<file path="config.mk">
export PLATFORM = sky130hd
export DESIGN_NAME = nor_truth_scan_flat
export DESIGN_NICKNAME = d
export VERILOG_FILES = /design/src/rtl/nor_truth_scan_if.sv /design/src/rtl/nor_truth_scan.sv /design/src/flat_wrapper.sv
export SDC_FILE = /design/constraint.sdc
export NUM_CORES = 1
export LEC_CHECK = 0
export CAP_MARGIN = 20
export CORE_MARGIN = 2
export CORE_UTILIZATION = 54
export DETAILED_ROUTE_END_ITERATION = 7
export PLACE_DENSITY = 0.86
export SYNTH_ARGS = -nofsm -noshare
export SYNTH_HDL_FRONTEND = slang
export SYNTH_SLANG_ARGS = --single-unit
</file>
<file path="constraint.sdc">
create_clock -name clk -period 4.2 [get_ports clk]
set_input_delay 0.84 -clock clk [delete_from_list [all_inputs] [get_ports clk]]
set_output_delay 0.84 -clock clk [all_outputs]
set_load 0.1 [all_outputs]
</file>
<file path="src/rtl/nor_truth_scan_if.sv">
// Handshake and gate-under-test signals for the truth-table scanner.
interface nor_truth_scan_if;
  logic       start;
  logic [2:0] op;
  logic       in0;
  logic       in1;
  logic       gate_out;
  logic       busy;
  logic       done;
  logic [3:0] truth_table;
  logic       pass;

  // Scanner side
  modport slave (
    input  start,
    input  op,
    input  gate_out,
    output in0,
    output in1,
    output busy,
    output done,
    output truth_table,
    output pass
  );

  // Requester / gate side
  modport master (
    output start,
    output op,
    output gate_out,
    input  in0,
    input  in1,
    input  busy,
    input  done,
    input  truth_table,
    input  pass
  );
endinterface

</file>
<file path="src/rtl/nor_truth_scan.sv">
// Drives all four input vectors into a 2-input gate, captures its truth table
// and compares it against the table expected for the requested gate type.
module nor_truth_scan #(
  parameter int unsigned SETTLE = 1  // cycles per vector, 1..15
) (
  input  logic              clk,
  input  logic              reset,
  nor_truth_scan_if.slave   bus
);

  typedef enum logic [1:0] {
    StIdle  = 2'd0,
    StDrive = 2'd1,
    StDone  = 2'd2
  } state_e;

  state_e     state_q, state_d;
  logic [2:0] op_q, op_d;
  logic [1:0] idx_q, idx_d;
  logic [3:0] cnt_q, cnt_d;
  logic [3:0] table_q, table_d;
  logic       pass_q, pass_d;

  logic       sample;
  logic [3:0] table_upd;

  // Reference truth tables; reserved ops map to 0 and are rejected separately.
  function automatic logic [3:0] exp_table(input logic [2:0] op);
    case (op)
      3'd0:    exp_table = 4'b1000;  // AND
      3'd1:    exp_table = 4'b1110;  // OR
      3'd2:    exp_table = 4'b0111;  // NAND
      3'd3:    exp_table = 4'b0001;  // NOR
      3'd4:    exp_table = 4'b0110;  // XOR
      3'd5:    exp_table = 4'b1001;  // XNOR
      default: exp_table = 4'b0000;
    endcase
  endfunction

  // Next-state logic for the FSM and scan datapath.
  always_comb begin
    state_d   = state_q;
    op_d      = op_q;
    idx_d     = idx_q;
    cnt_d     = cnt_q;
    table_d   = table_q;
    pass_d    = pass_q;
    sample    = (state_q == StDrive) && (cnt_q == 4'(SETTLE - 1));
    table_upd = table_q;
    table_upd[idx_q] = bus.gate_out;

    case (state_q)
      StIdle: begin
        if (bus.start) begin
          state_d = StDrive;
          op_d    = bus.op;
          idx_d   = 2'd0;
          cnt_d   = 4'd0;
          table_d = 4'd0;
          pass_d  = 1'b0;
        end
      end
      StDrive: begin
        if (sample) begin
          cnt_d   = 4'd0;
          idx_d   = idx_q + 2'd1;
          table_d = table_upd;
          if (idx_q == 2'd3) begin
            state_d = StDone;
            // Last bit is folded in here so pass sees the complete table.
            pass_d  = (op_q < 3'd6) && (table_upd == exp_table(op_q));
          end
        end else begin
          cnt_d = cnt_q + 4'd1;
        end
      end
      StDone: begin
        state_d = StIdle;
      end
      default: begin
        state_d = StIdle;
      end
    endcase
  end

  // State registers with synchronous reset; reset aborts any scan in progress.
  always_ff @(posedge clk) begin
    if (reset) begin
      state_q <= StIdle;
      op_q    <= 3'd0;
      idx_q   <= 2'd0;
      cnt_q   <= 4'd0;
      table_q <= 4'd0;
      pass_q  <= 1'b0;
    end else begin
      state_q <= state_d;
      op_q    <= op_d;
      idx_q   <= idx_d;
      cnt_q   <= cnt_d;
      table_q <= table_d;
      pass_q  <= pass_d;
    end
  end

  // Outputs decoded from registered state only.
  always_comb begin
    bus.busy        = (state_q == StDrive);
    bus.done        = (state_q == StDone);
    bus.in0         = (state_q == StDrive) ? idx_q[1] : 1'b0;
    bus.in1         = (state_q == StDrive) ? idx_q[0] : 1'b0;
    bus.truth_table = table_q;
    bus.pass        = pass_q;
  end

endmodule

</file>
<file path="src/flat_wrapper.sv">
// flat-port wrapper written by rule: the top's interface ports become plain ports
module nor_truth_scan_flat 
#(
  parameter int unsigned SETTLE = 1                             
)
  (clk, reset, bus_start, bus_op, bus_gate_out, bus_in0, bus_in1, bus_busy, bus_done, bus_truth_table, bus_pass);
  nor_truth_scan_if bus_i ();
  input  logic clk;
  input  logic reset;
  input wire logic [$bits(bus_i.start)-1:0] bus_start;
  input wire logic [$bits(bus_i.op)-1:0] bus_op;
  input wire logic [$bits(bus_i.gate_out)-1:0] bus_gate_out;
  output wire logic [$bits(bus_i.in0)-1:0] bus_in0;
  output wire logic [$bits(bus_i.in1)-1:0] bus_in1;
  output wire logic [$bits(bus_i.busy)-1:0] bus_busy;
  output wire logic [$bits(bus_i.done)-1:0] bus_done;
  output wire logic [$bits(bus_i.truth_table)-1:0] bus_truth_table;
  output wire logic [$bits(bus_i.pass)-1:0] bus_pass;
  assign bus_i.start = bus_start;
  assign bus_i.op = bus_op;
  assign bus_i.gate_out = bus_gate_out;
  assign bus_in0 = bus_i.in0;
  assign bus_in1 = bus_i.in1;
  assign bus_busy = bus_i.busy;
  assign bus_done = bus_i.done;
  assign bus_truth_table = bus_i.truth_table;
  assign bus_pass = bus_i.pass;
  nor_truth_scan #(.SETTLE(SETTLE)) u_core (.clk(clk), .reset(reset), .bus(bus_i));
endmodule
</file>
# Word level (Yosys, flattened, before mapping)

Cells that the tools add are included.

Bits in registers: 16
Input bits: 7
Logic and storage cells: 60

Add/subtract/negate cells: 2
Reductions and logical operators: 12
Muxes and demuxes: 25
Magnitude comparators: 3
Equal/unequal tests: 12

Operators with widths:

| kind                                               | number |
|---|---|
| two-way mux 4 bit                                  | 6 |
| case mux 4 bit (6 select lines)                    | 1 |
| case mux 4 bit (2 select lines)                    | 2 |
| two-way mux 2 bit                                  | 5 |
| case mux 2 bit (2 select lines)                    | 2 |
| == test 3 x 2 -> 1 bit, second input constant      | 2 |
| == test 3 bit, second input constant               | 2 |
| two-way mux 1 bit                                  | 6 |
| AND reduction 3 bit                                | 2 |
| adder 4 x 1 -> 4 bit, second input constant        | 1 |
| bitwise mux 4 bit                                  | 1 |
| == test 2 bit, second input constant               | 2 |
| == test 4 bit                                      | 1 |
| logical NOT 4 bit                                  | 1 |
| != test 2 x 1 -> 1 bit, second input constant      | 2 |
| AND reduction 2 bit                                | 2 |
| AND reduction 4 bit                                | 1 |
| == test 3 x 1 -> 1 bit, second input constant      | 1 |
| logical AND 1 bit                                  | 3 |
| logical NOT 3 bit                                  | 1 |
| < comparator 2 x 3 -> 1 bit, second input constant | 1 |
| < comparator 3 bit, second input constant          | 1 |
| adder 2 x 1 -> 2 bit, second input constant        | 1 |
| demux 1 bit (select 2 bit)                         | 1 |
| other kinds (6)                                    | 6 |

# Longest topological paths before layout

Depth in word-level cells: 10
Mapped depth: 6

# Worst setup path before layout

Ideal clock, no wire load.

Kind: reg-to-output
Start: register u_core.state_q[0]
End: output bus_in0
Cell stages (with the launch flop): 4
Arrival: 1862 ps
Path buffers: 1
Required time: 3360 ps
Path slack: 1498 ps
Path through: dfxtp_1 nand2b_1 buf_6 nor2_1

Longest elaborated chain between the ends: 2

RTL lines:

| element                | RTL line              | RTL |
|---|---|---|
| start, declared        | nor_truth_scan.sv:17  | `state_e state_q, state_d;` |
| start signal, assigned | nor_truth_scan.sv:89  | `state_q <= StIdle;` |
| start signal, assigned | nor_truth_scan.sv:96  | `state_q <= state_d;` |
| == test 2 x 1 -> 1 bit | nor_truth_scan.sv:109 | `bus.in0 = (state_q == StDrive) ? idx_q[1] : 1'b0;` |
| two-way mux 1 bit      | nor_truth_scan.sv:109 |  |
| end, declared          | flat_wrapper.sv:13    | `output wire logic [$bits(bus_i.in0)-1:0] bus_in0;` |

No other way between the ends.

# Worst setup path after layout

Start: register u_core.state_q[0]
End: output bus_busy

Longest elaborated chain between the ends: 1

RTL lines:

| element                | RTL line              | RTL |
|---|---|---|
| == test 2 x 1 -> 1 bit | nor_truth_scan.sv:107 | `bus.busy = (state_q == StDrive);` |
| end, declared          | flat_wrapper.sv:15    | `output wire logic [$bits(bus_i.busy)-1:0] bus_busy;` |

No other way between the ends.

==> metrics.cfg <==
[clocking]
tritoncts_num_sinks = 16
cts_root_buffer = clkbuf_4
clk_pin_slew_ns = 0.10
htree_num_levels = 1
postCtsResizedCells = 0
tritoncts.num_buffers = 3
cts.hold.buffers_added = 0
cts_buffer_depth = 2
number_of_buffers_added_for_setup_after_cts = 0
clock_latency_ns = 0.29
tritoncts_clock_tree = built

[power_and_ir_drop]
vdd_ir_drop_max_v = 0.000213
total_leakage_power_nw = 0.417
power_density_nw_per_um2 = 292

[grt]
via_count_of_the_first_global_routing_pass = 774
global_route.overflow_total = 0
grt_pass1_wl_mm = 3.19
grt_use_total_pct = 21.1
maximum_number_of_pins_on_one_net_before_global_route_repair = 18
antenna_found_initial = 0

[drt]
drc = 0
first_pass_iters = 4
drt-vias-per-instance = 5.84
detailroute.via_count = 853
wl_mm = 1.97
antenna_violating_nets_post_route = 0
drtIter0Drc = 13
detail_route.wl_per_cell_um = 13.5

[worst_setup_path]
critical_path.max_fanout = 10
rr_startpoint = u_core.idx_q[0]
cp_data_required_time_ns = 3.36
critical_path.endpoint_type = output port
timing.critical_path.from_type = flip-flop
max_stage_delay_ns = 1.15
worst_path_arrival_time_ns = 2.35
cp_top_family = buffers and inverters
setup.reg_to_reg.worst_slack_ns = 2.38
slowest_stage = clkdlybuf4s50_1
path_buf_inv = 2
crit_path_cell_trace = nand2b_1 > clkinv_2 > clkdlybuf4s50_1
rr_endpoint = u_core.bus.pass
criticalPathCategory = flip-flop to output port
reg2reg_depth = 6

[logic_synthesis]
synthDistinctLibCells = 30
synthesis.area_um2 = 922
synthesis_stage_register_bit_count = 16
synth.net_count = 127
yosys_warnings = 0
yosysSeqAreaShare_pct = 34.7
synthesis.instances = 114
synthesis.area_per_instance_um2 = 8.09

[die]
die_y_um = 45.3
chipWidth_um = 45.3
start_util_pct = 59.1
fp-row-count = 14
dieArea_um2 = 2050
core_um2 = 1560
top_level_ports = 16

[sta]
layout_worst_path_cycle_share_pct = 76.0
finalSetupViolations = 0
rsz0062_at_grt = no
fin_worst_skew_ns = 0.00499
fin_worst_hold_slack_ns = 0.488
final_hold_viol_count = 0
maxSlewViolCount = 0
tightest_slew_ns = 0.969
finalCriticalPeriod_ns = 3.19
max_clock_freq_mhz = 313
finalWorstSetupSlack_ns = 1.01
timing.slew.headroom_pct = 35.2
setup-tns-final_ns = 0

[cells_and_area]
finalCoreUtilization_pct = 71.2
layout_commonest_cell = dfxtp_1
drive_above_1_share_pct = 5.38
final_cell_mix = 16 x dfxtp_1, 15 x nand2_1, 15 x a21oi_1, 15 x clkdlybuf4s50_1, 11 x nor2_1
flow.area_growth_from_synthesis_pct = 20.4
filler_cell_count = 127
stdcell_area_um2 = 1110
layout.nets = 144
antenna_cells = 0

[placed_design]
post-place-ws_ns = 1.34
gp_routability_congestion = 0.829
io_buffer_count = 15
post_detail_place_hpwl_mm = 1.48
placedInstanceArea_um2 = 1070

[hold_path]
min_path_cells = 2
min_to = u_core.bus.truth_table[3]
hp-start = u_core.bus.truth_table[3]
type_of_the_tightest_min_delay_check = flip-flop to flip-flop

[job]
drv_cap = 0

[run_status]
outcome = complete, no violations

[per-layer routing]
| layer | wire length, um | GRT usage, % |
|---|---|---|
| met3 | 56 | 2.40 |
| met4 | 22 | 8.24 |
| met1 | 944 | 26.6 |
| met2 | 951 | 36.6 |
| met5 | 0 | 0 |
[power breakdown]
group / switching (W) / internal (W)
registers: 0.00000574 / 0.000156
logic: 0.0000378 / 0.0000216
clock network: 0.0000508 / 0.0000528
[worst register-to-register path, stage by stage (launching register included)]
cell	delay, ns
dfxtp_1	0.41
inv_1	0.10
ha_1	0.25
mux2i_1	0.27
nor4b_1	0.29
nor4_1	0.10
o41ai_1	0.30
[cell families after synthesis]
| group | count (synthesis) | synth area share, % |
|---|---|---|
| muxes | 4 | 4.34 |
| xor gates and xnor gates | 1 | 0.950 |
| adders and majority gates | 6 | 8.14 |
| AOI/OAI and AO/OA | 24 | 14.4 |
| buffers and inverters | 9 | 4.61 |
| DFF | 16 | 34.7 |
| and+or+nand+nor | 54 | 32.8 |
[synthesized netlist by cell type]
library cell,count,area [um^2]
ha_1,6,75.1
nand4b_1,2,17.5
or4b_1,1,10.0
and4bb_1,2,25.0
a211oi_1,1,7.51
nand2b_1,3,18.8
or3_1,2,12.5
nor2b_1,3,18.8
nor2_1,11,41.3
o21ai_0,6,30.0
and4_1,1,8.76
clkbuf_1,2,7.51
nor4b_1,1,8.76
nor3b_2,1,12.5
o21bai_2,1,11.3
clkinv_2,1,5.00
dfxtp_1,16,320
nor3_1,1,5.00
o41ai_1,1,8.76
buf_6,1,11.3
nand3_1,4,20.0
nor3b_1,1,7.51
inv_1,5,18.8
mux2i_1,4,40.0
and2b_1,2,15.0
a21oi_1,15,75.1
nor4_1,2,12.5
and3_1,2,12.5
xor2_1,1,8.76
nand2_1,15,56.3
[cell type report]
type | instances | area [um^2] | share of cell area [%]
clock buffers | 4 | 36.3 | 3.27
inverters | 6 | 23.8 | 2.14
multi-input cells | 89 | 559 | 50.4
flip-flops and latches | 16 | 320 | 28.9
well taps | 16 | 20.0 | 1.80
repair buffers | 15 | 150 | 13.5
[state kept, by name, indices dropped and copies added (netlist names)]
signal / count
u_core.bus.truth_table: 4
u_core.bus.pass: 1
u_core.idx_q: 2
u_core.cnt_q: 4
u_core.op_q: 3
u_core.state_q: 2
[worst max path at each step]
stage / from / end / slack [ns] / depth (start not counted)
6_report: u_core.state_q[0] / bus_busy / 1.01 / 3
2_1_floorplan: u_core.state_q[0] / bus_in0 / 1.50 / 3
5_1_grt: u_core.state_q[0] / bus_in1 / 0.92 / 3
4_1_cts: u_core.state_q[0] / bus_busy / 1.01 / 3
3_3_place_gp: u_core.state_q[0] / bus_busy / 1.43 / 3
3_5_place_dp: u_core.state_q[0] / bus_in0 / 1.34 / 3
[stage by stage]
step,power [W],instances
after floorplan,0.000208,114
after global placement,0.000222,142
after detailed placement,0.000224,142
after CTS,0.000325,146
after global routing,0.000336,146
final,0.000324,146
(Power assumes the default switching activity.)
